==> config.mk <==
export PLATFORM = sky130hd
export DESIGN_NAME = sys_ctrl_regs
export DESIGN_NICKNAME = d
export VERILOG_FILES = /design/src/rtl/sys_ctrl_pkg.sv /design/src/rtl/soft_reset_gen.sv /design/src/rtl/sys_ctrl_regs.sv
export SDC_FILE = /design/constraint.sdc
export NUM_CORES = 1
export LEC_CHECK = 0
export CORE_ASPECT_RATIO = 0.5
export CORE_MARGIN = 10
export CORE_UTILIZATION = 41
export CTS_BUF_LIST = sky130_fd_sc_hd__clkbuf_16
export DETAILED_ROUTE_END_ITERATION = 6
export DONT_BUFFER_PORTS = 1
export PLACE_DENSITY_LB_ADDON = 0.25
export SKIP_CTS_REPAIR_TIMING = 1
export SLEW_MARGIN = 10
export SYNTH_ARGS = -nofsm -noshare
export SYNTH_HDL_FRONTEND = slang
export SYNTH_SLANG_ARGS = --single-unit
==> constraint.sdc <==
create_clock -name i_sys_clk -period 3.2 [get_ports i_sys_clk]
set_input_delay 0.96 -clock i_sys_clk [delete_from_list [all_inputs] [get_ports i_sys_clk]]
set_output_delay 0.96 -clock i_sys_clk [all_outputs]
set_load 0.01 [all_outputs]
==> src/rtl/sys_ctrl_pkg.sv <==
// sys_ctrl_pkg: shared definitions for the system-control register block.
//   - IOC addresses of the register map
//   - default identity constants and soft-reset key
//   - soft-reset generator state type
package sys_ctrl_pkg;

    localparam logic [7:0] IOC_MODULE_VER = 8'h00;
    localparam logic [7:0] IOC_SYSTEM_VER = 8'h01;
    localparam logic [7:0] IOC_MANU_ID    = 8'h02;
    localparam logic [7:0] IOC_LIVE_ERR   = 8'h03;
    localparam logic [7:0] IOC_SOFT_RST   = 8'h04;
    localparam logic [7:0] IOC_STICKY_ERR = 8'h05;
    localparam logic [7:0] IOC_IRQ_MASK   = 8'h06;
    localparam logic [7:0] IOC_SCRATCH    = 8'h07;
    localparam logic [7:0] IOC_ERR_CNT    = 8'h08;

    localparam logic [7:0] MODULE_VER_DEF = 8'h02;
    localparam logic [7:0] SYSTEM_VER_DEF = 8'h01;
    localparam logic [7:0] MANU_ID_DEF    = 8'h01;
    localparam logic [7:0] RST_KEY_DEF    = 8'hA5;

    typedef enum logic {
        IDLE  = 1'b0,
        PULSE = 1'b1
    } srst_state_t;

endpackage

==> src/rtl/soft_reset_gen.sv <==
// soft_reset_gen: fixed-length soft-reset pulse generator.
//   i_sys_clk    - system clock
//   i_reset      - synchronous active-high reset; restarts the power-on stretch
//   i_trigger    - one-cycle keyed request; ignored while a pulse is running
//   o_soft_reset - high while in PULSE (RST_LEN cycles per trigger)
// Reset parks the FSM in PULSE with a full count, so the output stays high
// through reset and for RST_LEN cycles after its release.
module soft_reset_gen
    import sys_ctrl_pkg::*;
#(
    parameter int RST_LEN = 16
) (
    input  logic i_sys_clk,
    input  logic i_reset,
    input  logic i_trigger,
    output logic o_soft_reset
);

    localparam int              CNT_W    = $clog2(RST_LEN + 1);
    localparam logic [CNT_W-1:0] CNT_LOAD = CNT_W'(RST_LEN);
    localparam logic [CNT_W-1:0] CNT_ONE  = CNT_W'(1);

    srst_state_t      state, state_nxt;
    logic [CNT_W-1:0] cnt, cnt_nxt;

    always_ff @(posedge i_sys_clk) begin
        if (i_reset) begin
            state <= PULSE;
            cnt   <= CNT_LOAD;
        end else begin
            state <= state_nxt;
            cnt   <= cnt_nxt;
        end
    end

    always_comb begin
        state_nxt = state;
        cnt_nxt   = cnt;
        case (state)
            IDLE: begin
                if (i_trigger) begin
                    state_nxt = PULSE;
                    cnt_nxt   = CNT_LOAD;
                end
            end
            PULSE: begin
                // Triggers are ignored here: no retrigger, no extension.
                if (cnt == CNT_ONE) begin
                    state_nxt = IDLE;
                    cnt_nxt   = '0;
                end else begin
                    cnt_nxt = cnt - CNT_ONE;
                end
            end
            default: begin
                state_nxt = IDLE;
                cnt_nxt   = '0;
            end
        endcase
    end

    assign o_soft_reset = (state == PULSE);

endmodule

==> src/rtl/sys_ctrl_regs.sv <==
// sys_ctrl_regs: system-control register block on the IOC bus.
//   i_sys_clk, i_reset          - clock, synchronous active-high reset
//   i_ioc, i_data_in            - register address, write data
//   i_cs, i_fetch_cmd, i_load_cmd - select, read strobe, write strobe
//   o_data_out                  - read data, one cycle after the fetch, held otherwise
//   i_error_list                - live error flags
//   o_soft_reset                - soft-reset pulse (power-on stretch and keyed)
//   o_irq                       - registered OR of sticky & mask
// Optional: define SYS_CTRL_ERR_CNT_EN for the saturating error-event counter
// at IOC 0x08; without it 0x08 reads 0 and no counter exists.
module sys_ctrl_regs
    import sys_ctrl_pkg::*;
#(
    parameter int              IOC_W      = 5,
    parameter int              DATA_W     = 8,
    parameter int              ERR_W      = 8,
    parameter int              RST_LEN    = 16,
    parameter logic [DATA_W-1:0] RST_KEY    = DATA_W'(RST_KEY_DEF),
    parameter logic [DATA_W-1:0] MODULE_VER = DATA_W'(MODULE_VER_DEF),
    parameter logic [DATA_W-1:0] SYSTEM_VER = DATA_W'(SYSTEM_VER_DEF),
    parameter logic [DATA_W-1:0] MANU_ID    = DATA_W'(MANU_ID_DEF)
) (
    input  logic              i_sys_clk,
    input  logic              i_reset,
    input  logic [IOC_W-1:0]  i_ioc,
    input  logic [DATA_W-1:0] i_data_in,
    output logic [DATA_W-1:0] o_data_out,
    input  logic              i_cs,
    input  logic              i_fetch_cmd,
    input  logic              i_load_cmd,
    input  logic [ERR_W-1:0]  i_error_list,
    output logic              o_soft_reset,
    output logic              o_irq
);

    typedef struct packed {
        logic              rd;
        logic              wr;
        logic [IOC_W-1:0]  addr;
        logic [DATA_W-1:0] wdata;
    } ioc_req_t;

    ioc_req_t req;

    // Fetch wins over load when both strobes are high.
    always_comb begin
        req.rd    = i_cs & i_fetch_cmd;
        req.wr    = i_cs & i_load_cmd & ~i_fetch_cmd;
        req.addr  = i_ioc;
        req.wdata = i_data_in;
    end

    logic wr_srst, wr_sticky, wr_mask, wr_scratch;
    assign wr_srst    = req.wr && (req.addr == IOC_W'(IOC_SOFT_RST));
    assign wr_sticky  = req.wr && (req.addr == IOC_W'(IOC_STICKY_ERR));
    assign wr_mask    = req.wr && (req.addr == IOC_W'(IOC_IRQ_MASK));
    assign wr_scratch = req.wr && (req.addr == IOC_W'(IOC_SCRATCH));

    logic trigger, pulse_entry;
    assign trigger     = wr_srst && (req.wdata == RST_KEY);
    // The generator only accepts a trigger when idle, i.e. output low.
    assign pulse_entry = trigger && !o_soft_reset;

    soft_reset_gen #(.RST_LEN(RST_LEN)) u_srst (
        .i_sys_clk   (i_sys_clk),
        .i_reset     (i_reset),
        .i_trigger   (trigger),
        .o_soft_reset(o_soft_reset)
    );

    logic [ERR_W-1:0]  err_live, sticky, sticky_nxt, mask, w1c;
    logic [DATA_W-1:0] scratch, rdata;

    // Set beats clear: new error flags are ORed in after the W1C.
    always_comb begin
        w1c        = wr_sticky ? req.wdata[ERR_W-1:0] : '0;
        sticky_nxt = pulse_entry ? '0 : ((sticky & ~w1c) | i_error_list);
    end

    always_ff @(posedge i_sys_clk) begin
        if (i_reset) begin
            err_live <= '0;
            sticky   <= '0;
            mask     <= '0;
            scratch  <= '0;
            o_irq    <= 1'b0;
        end else begin
            err_live <= i_error_list;
            sticky   <= sticky_nxt;
            o_irq    <= |(sticky & mask);
            if (pulse_entry) begin
                mask    <= '0;
                scratch <= '0;
            end else begin
                if (wr_mask)    mask    <= req.wdata[ERR_W-1:0];
                if (wr_scratch) scratch <= req.wdata;
            end
        end
    end

`ifdef SYS_CTRL_ERR_CNT_EN
    logic [7:0] err_cnt;
    logic       wr_cnt, err_rise;
    assign wr_cnt   = req.wr && (req.addr == IOC_W'(IOC_ERR_CNT));
    assign err_rise = |(sticky_nxt & ~sticky);

    always_ff @(posedge i_sys_clk) begin
        if (i_reset || pulse_entry) begin
            err_cnt <= '0;
        end else if (wr_cnt) begin
            // A clear coinciding with a new event leaves a count of one.
            err_cnt <= {7'd0, err_rise};
        end else if (err_rise && (err_cnt != 8'hFF)) begin
            err_cnt <= err_cnt + 8'd1;
        end
    end
`endif

    always_comb begin
        rdata = '0;
        case (req.addr)
            IOC_W'(IOC_MODULE_VER): rdata = MODULE_VER;
            IOC_W'(IOC_SYSTEM_VER): rdata = SYSTEM_VER;
            IOC_W'(IOC_MANU_ID):    rdata = MANU_ID;
            IOC_W'(IOC_LIVE_ERR):   rdata[ERR_W-1:0] = err_live;
            IOC_W'(IOC_STICKY_ERR): rdata[ERR_W-1:0] = sticky;
            IOC_W'(IOC_IRQ_MASK):   rdata[ERR_W-1:0] = mask;
            IOC_W'(IOC_SCRATCH):    rdata = scratch;
`ifdef SYS_CTRL_ERR_CNT_EN
            IOC_W'(IOC_ERR_CNT):    rdata = DATA_W'(err_cnt);
`endif
            default:                rdata = '0;
        endcase
    end

    always_ff @(posedge i_sys_clk) begin
        if (i_reset)     o_data_out <= '0;
        else if (req.rd) o_data_out <= rdata;
    end

endmodule

### Yosys cells after proc, flatten, opt, wreduce, memory -nomap -nowiden

Cells that the tools add are included.
Widths: inputs -> output; s select.

* bits in registers: 47
* latch bits: 0
* RAM bits: 0
* bits in read-only memories: 0
* output and inout port bits: 10
* logic and storage cells: 47
* memories: 0

* add/sub/neg operators: 1
* multipliers: 0
* divide/modulo/power cells: 0
* magnitude comparators: 0
* equality and inequality tests: 10
* shift-type cells: 0
* multiplexer cells: 8
* bitwise logic cells: 9
* reduce and logical (&&, ||, !) cells: 11

Operator list (count)
* $pmux 8 s6: 1
* $eq 5x3->1 const B: 4
* $and 8x8->8: 2
* $eq 5x1->1 const B: 2
* $eq 5x2->1 const B: 2
* $mux 5: 2
* $pmux 5 s2: 1
* $eq 8x8->1 const B: 1
* $mux 8: 1
* $not 8->8: 1
* $or 8x8->8: 1
* $reduce_or 8->1: 1
* $logic_and 1x1->1: 6
* $logic_not 5->1: 1
* $sub 5x1->5 const B: 1
* $reduce_or 2->1: 2
* $and 1x1->1: 3
* $mux 1: 2
* $ne 2x2->1 const B: 1
* $not 1->1: 2
* $pmux 1 s2: 1
* $logic_not 1->1: 1

### Logic depth before layout (Yosys ltp)

* word-level depth: 7
* mapped depth: 6
* mapped depth without buffers: 6

### Cells and area by module

From an unflattened synthesis, not the netlist that was laid out.

* cells, all modules: 222
* area total of the unflattened synthesis: 2090.8 µm²

By module, submodules not included
* sys_ctrl_regs: times used 1, cells an instance 187, area an instance 1776.7 µm²
* soft_reset_gen: times used 1, cells an instance 35, area an instance 314.1 µm²

### Least setup slack after synthesis

Ideal clock, no wire load.

* path type: input-to-reg
* start point: input port i_ioc[0]
* end point: register mask[7]
* setup time: 115 ps
* arrival time: 1917 ps
* slack: 1167 ps
* stages: 6
* cell sequence: buf_6 nor2_2 nand3_2 o31ai_4 buf_6 nor2_1

* longest elaborated chain between the ends: 5
* elaborated cells on any way between the ends: 7
* those cells by class: eq/ne (2); reduce/logical (5)

Ends and longest elaborated chain
* start: declaration: line sys_ctrl_regs.sv:25 `input logic [IOC_W-1:0] i_ioc,`
* $eq 5x3->1: line sys_ctrl_regs.sv:54 `assign wr_srst = req.wr && (req.addr == IOC_W'(IOC_SOFT_RST));`
* $logic_and 1x1->1: line sys_ctrl_regs.sv:54
* $logic_and 1x1->1: line sys_ctrl_regs.sv:60 `assign trigger = wr_srst && (req.wdata == RST_KEY);`
* $logic_and 1x1->1: line sys_ctrl_regs.sv:62 `assign pulse_entry = trigger && !o_soft_reset;`
* $reduce_or 2->1 (no line)
* end signal: assignment: line sys_ctrl_regs.sv:95 `if (wr_mask) mask <= req.wdata[ERR_W-1:0];`
* end: declaration: line sys_ctrl_regs.sv:71 `logic [ERR_W-1:0] err_live, sticky, sticky_nxt, mask, w1c;`

Parallel ways exist; a longest one is shown, timed or not.
A chain may end at the register's enable or synchronous reset.

### Worst setup path after layout

* start point: input port i_fetch_cmd
* end point: register mask[5]

* longest elaborated chain between the ends: 6
* elaborated cells on any way between the ends: 7
* those cells by class: bitwise (2); reduce/logical (5)

Ends and longest elaborated chain
* start: declaration: line sys_ctrl_regs.sv:29 `input logic i_fetch_cmd,`
* $not 1->1 *: line sys_ctrl_regs.sv:48 `req.wr = i_cs & i_load_cmd & ~i_fetch_cmd;`
* $and 1x1->1 *: line sys_ctrl_regs.sv:48
* $logic_and 1x1->1: line sys_ctrl_regs.sv:54
* $logic_and 1x1->1: line sys_ctrl_regs.sv:60
* $logic_and 1x1->1: line sys_ctrl_regs.sv:62
* $reduce_or 2->1 (no line)

Every way passes the cells marked *; elsewhere a longest branch is shown, timed or not.

==> key figures <==
Critical path
  • Reg2reg path depth: 6
  • CP Class: in2reg
  • CP Max Fanout: 15
  • Worst path required time: 3.38 ns
  • R2r startpoint: u_srst.cnt[0]
  • CP endpoint kind: register
  • Reg2reg end: u_srst.cnt[4]
  • Crit path launch type: primary input
  • R2r setup slk: 1.58 ns
  • Crit path DAT: 2.42 ns

Drt
  • Initial DRC Count: 129
  • DRC: 0
  • Routed wire per std cell: 17.3 um
  • DRT antenna net count: 0
  • Via count: 1604
  • Final WL: 5.20 mm
  • Vias per cell: 5.35
  • Initial DRT Pass Iterations: 5

STA
  • Tcrit/Tclk final: 70.0%
  • Setup TNS: 0 ns
  • Final slew viol count: 0
  • Fmax: 446 MHz
  • Worst Tran Pin Value: 0.806 ns
  • Unrepaired setup endpoints after global routing: false
  • Final setup fails: 0
  • Final Hold Viols: 0
  • Fin crit period: 2.24 ns
  • Clock Skews: 0.00527 ns
  • Relative slew slack: 46.3%

Floorplanning
  • Die area: 8590 um2
  • Initial core utilization: 42.6%
  • Core ar.: 4950 um2
  • Die Wd: 121 um
  • Ports: 36
  • Die Y: 70.7 um
  • Row count: 18

Clock network
  • CTS Buf Count: 5
  • Clk slew on worst S/H paths: 0.07 ns
  • Clk sinks: 47
  • Clk_lat worst skew: 0.29 ns
  • H-tree depth: 2
  • CTS root buf: clkbuf_16
  • TritonCTS clock tree: yes
  • CTS Buffer Depth: 2

Logic synthesis
  • Syn Area/Cell: 9.22 um2
  • Unique cell type count in the Yosys netlist: 43
  • Syn nets: 257
  • Post-synthesis sequential area ratio: 44.6%
  • FF+latch count, synth: 47
  • Post-Syn Area: 2110 um2
  • Mapped Cells: 229
  • Synth warnings: 0

Power and ir drop
  • Leakage power: 1.00 nW
  • Post-layout power: 1.40 mW
  • Power density over the cells: 606 nW/um2
  • Worst vdd ir: 308 uV

Place
  • Hpwl dp: 3.94 mm
  • I/O Buffers: 0
  • Placed inst area: 2150 um2
  • RD Place Congestion: 0.843

Cells and area
  • Synth-to-layout area growth: 9.66%
  • Fillers: 492
  • NumNets Final: 257
  • Layout cells sized above 1: 10.0%
  • Design area: 2310 um2
  • Diode count: 0

Global routing
  • Total track usage: 12.4%
  • Vias in the first global route: 1626
  • Overflow left after global routing: 0
  • Largest net degree at the start of global routing: 18
  • Initial antenna violation count: 0
  • First-pass GRT wire length: 8.38 mm

Flow run
  • Max_cap viols: 0

Hold path
  • Hold EP: o_data_out[1]
  • Hold Crit Class: reg2reg
  • Hold_sp: o_data_out[1]
  • Min-Delay Path Depth: 2

Outcome
  • Status: finished, final reports clean
per-layer routing:
metal,wire length (um),track usage [%],share of wire [%]
met1,2440,15.9,47
met2,2220,18.1,43
met3,512,5.54,9.8
met4,26,3.68,0.50
met5,0,0,0
stage by stage:
stage	utilization, %	hold slack (ns)	instances	setup WS, ns
2_1_floorplan	-	0.458	229	1.17
3_3_place_gp	43.3	0.475	292	0.724
3_5_place_dp	43.3	0.493	292	0.656
4_1_cts	46.7	0.508	300	0.925
5_1_grt	46.7	0.536	300	0.848
6_report	46.7	0.503	300	0.960
flip-flops by register name, indices dropped and copies added (netlist names):
register / cells
err_live: 8
mask: 8
o_data_out: 8
o_irq: 1
scratch: 8
sticky: 8
u_srst.cnt: 5
u_srst.o_soft_reset: 1
power breakdown:
| part | switching [mW] | total (mW) | internal (mW) |
|---|---|---|---|
| Sequential | 0.0357 | 0.661 | 0.625 |
| Combinational | 0.0777 | 0.150 | 0.0727 |
| Clock | 0.223 | 0.591 | 0.368 |
| Total | 0.336 | 1.40 | 1.07 |
synth_stat cells, drive strengths merged:
| library cell | count | area share [%] |
|---|---|---|
| o41a | 1 | 0.53 |
| or3b | 1 | 0.42 |
| o21ai | 19 | 4.5 |
| inv | 22 | 3.9 |
| a221oi | 4 | 1.7 |
| and3b | 1 | 0.42 |
| o2bb2ai | 3 | 1.2 |
| nor2b | 4 | 1.2 |
| o21bai | 1 | 0.36 |
| ha | 2 | 1.2 |
| and4bb | 3 | 1.8 |
| o31ai | 3 | 1.7 |
| a31oi | 1 | 0.30 |
| nor4b | 1 | 0.42 |
| buf | 7 | 2.7 |
| a21oi | 12 | 3.2 |
| mux2i | 23 | 11 |
| and3 | 2 | 0.59 |
| mux2 | 1 | 0.53 |
| nand3 | 7 | 2.4 |
| a32oi | 1 | 0.42 |
| nand4bb | 1 | 0.53 |
| a22oi | 7 | 2.5 |
| nand2b | 2 | 0.59 |
| or2 | 1 | 0.30 |
| clkbuf | 1 | 0.18 |
| nand2 | 10 | 1.8 |
| a41oi | 1 | 0.42 |
| nor2 | 32 | 5.9 |
| dfxtp | 47 | 45 |
| nor3 | 2 | 0.47 |
| nand3b | 2 | 0.71 |
| a311oi | 2 | 0.83 |
| and2 | 1 | 0.30 |
| nand4 | 1 | 0.59 |
how the worst max path moves through the flow:
| stage | from | endpoint | slack [ns] | cells past startpoint |
|---|---|---|---|---|
| global placement | i_data_in[4] | scratch[5] | 0.72 | 5 |
| CTS | i_fetch_cmd | mask[5] | 0.92 | 5 |
| detailed placement | i_fetch_cmd | mask[5] | 0.66 | 5 |
| global route | i_data_in[4] | scratch[7] | 0.85 | 5 |
| floorplan | i_ioc[0] | mask[7] | 1.17 | 6 |
| finish | i_fetch_cmd | mask[5] | 0.96 | 5 |
kinds of logic (layout without fill, tap and decap cells):
group,Yosys count,after routing,synth area share (%)
adders and majority gates,2,2,1.19
buffers and inverters,30,31,6.76
and+or+nand+nor,71,71,18.4
AOI/OAI and AO/OA,55,55,17.7
muxes,24,24,11.4
DFF,47,47,44.6
layout by cell type (no fill, tap or decap), drive strengths merged, types with 3 or more instances in the layout:
| cell | synthesis | final |
|---|---|---|
| a21oi | 12 | 12 |
| a221oi | 4 | 4 |
| a22oi | 7 | 7 |
| and4bb | 3 | 3 |
| clkbuf | 1 | 5 |
| dfxtp | 47 | 47 |
| inv | 22 | 22 |
| mux2i | 23 | 23 |
| nand2 | 10 | 10 |
| nand3 | 7 | 7 |
| nor2 | 32 | 32 |
| nor2b | 4 | 4 |
| o21ai | 19 | 19 |
| o2bb2ai | 3 | 3 |
| o31ai | 3 | 3 |
worst max-delay path, stage by stage:
cell	delay [ns]
and3b_1	0.32
nand3_2	0.15
o31ai_4	0.59
buf_4	0.32
nor2_1	0.07
layout make-up:
class	count	area, um2	area share, %
clock buffers	5	125	5.41
clock inverters	3	43.8	1.89
inverters	22	82.6	3.57
multi-input cells	152	1030	44.4
flip-flops and latches	47	941	40.6
well taps	70	87.6	3.78
repair buffers	1	7.51	0.324
(Power assumes the default switching activity.)
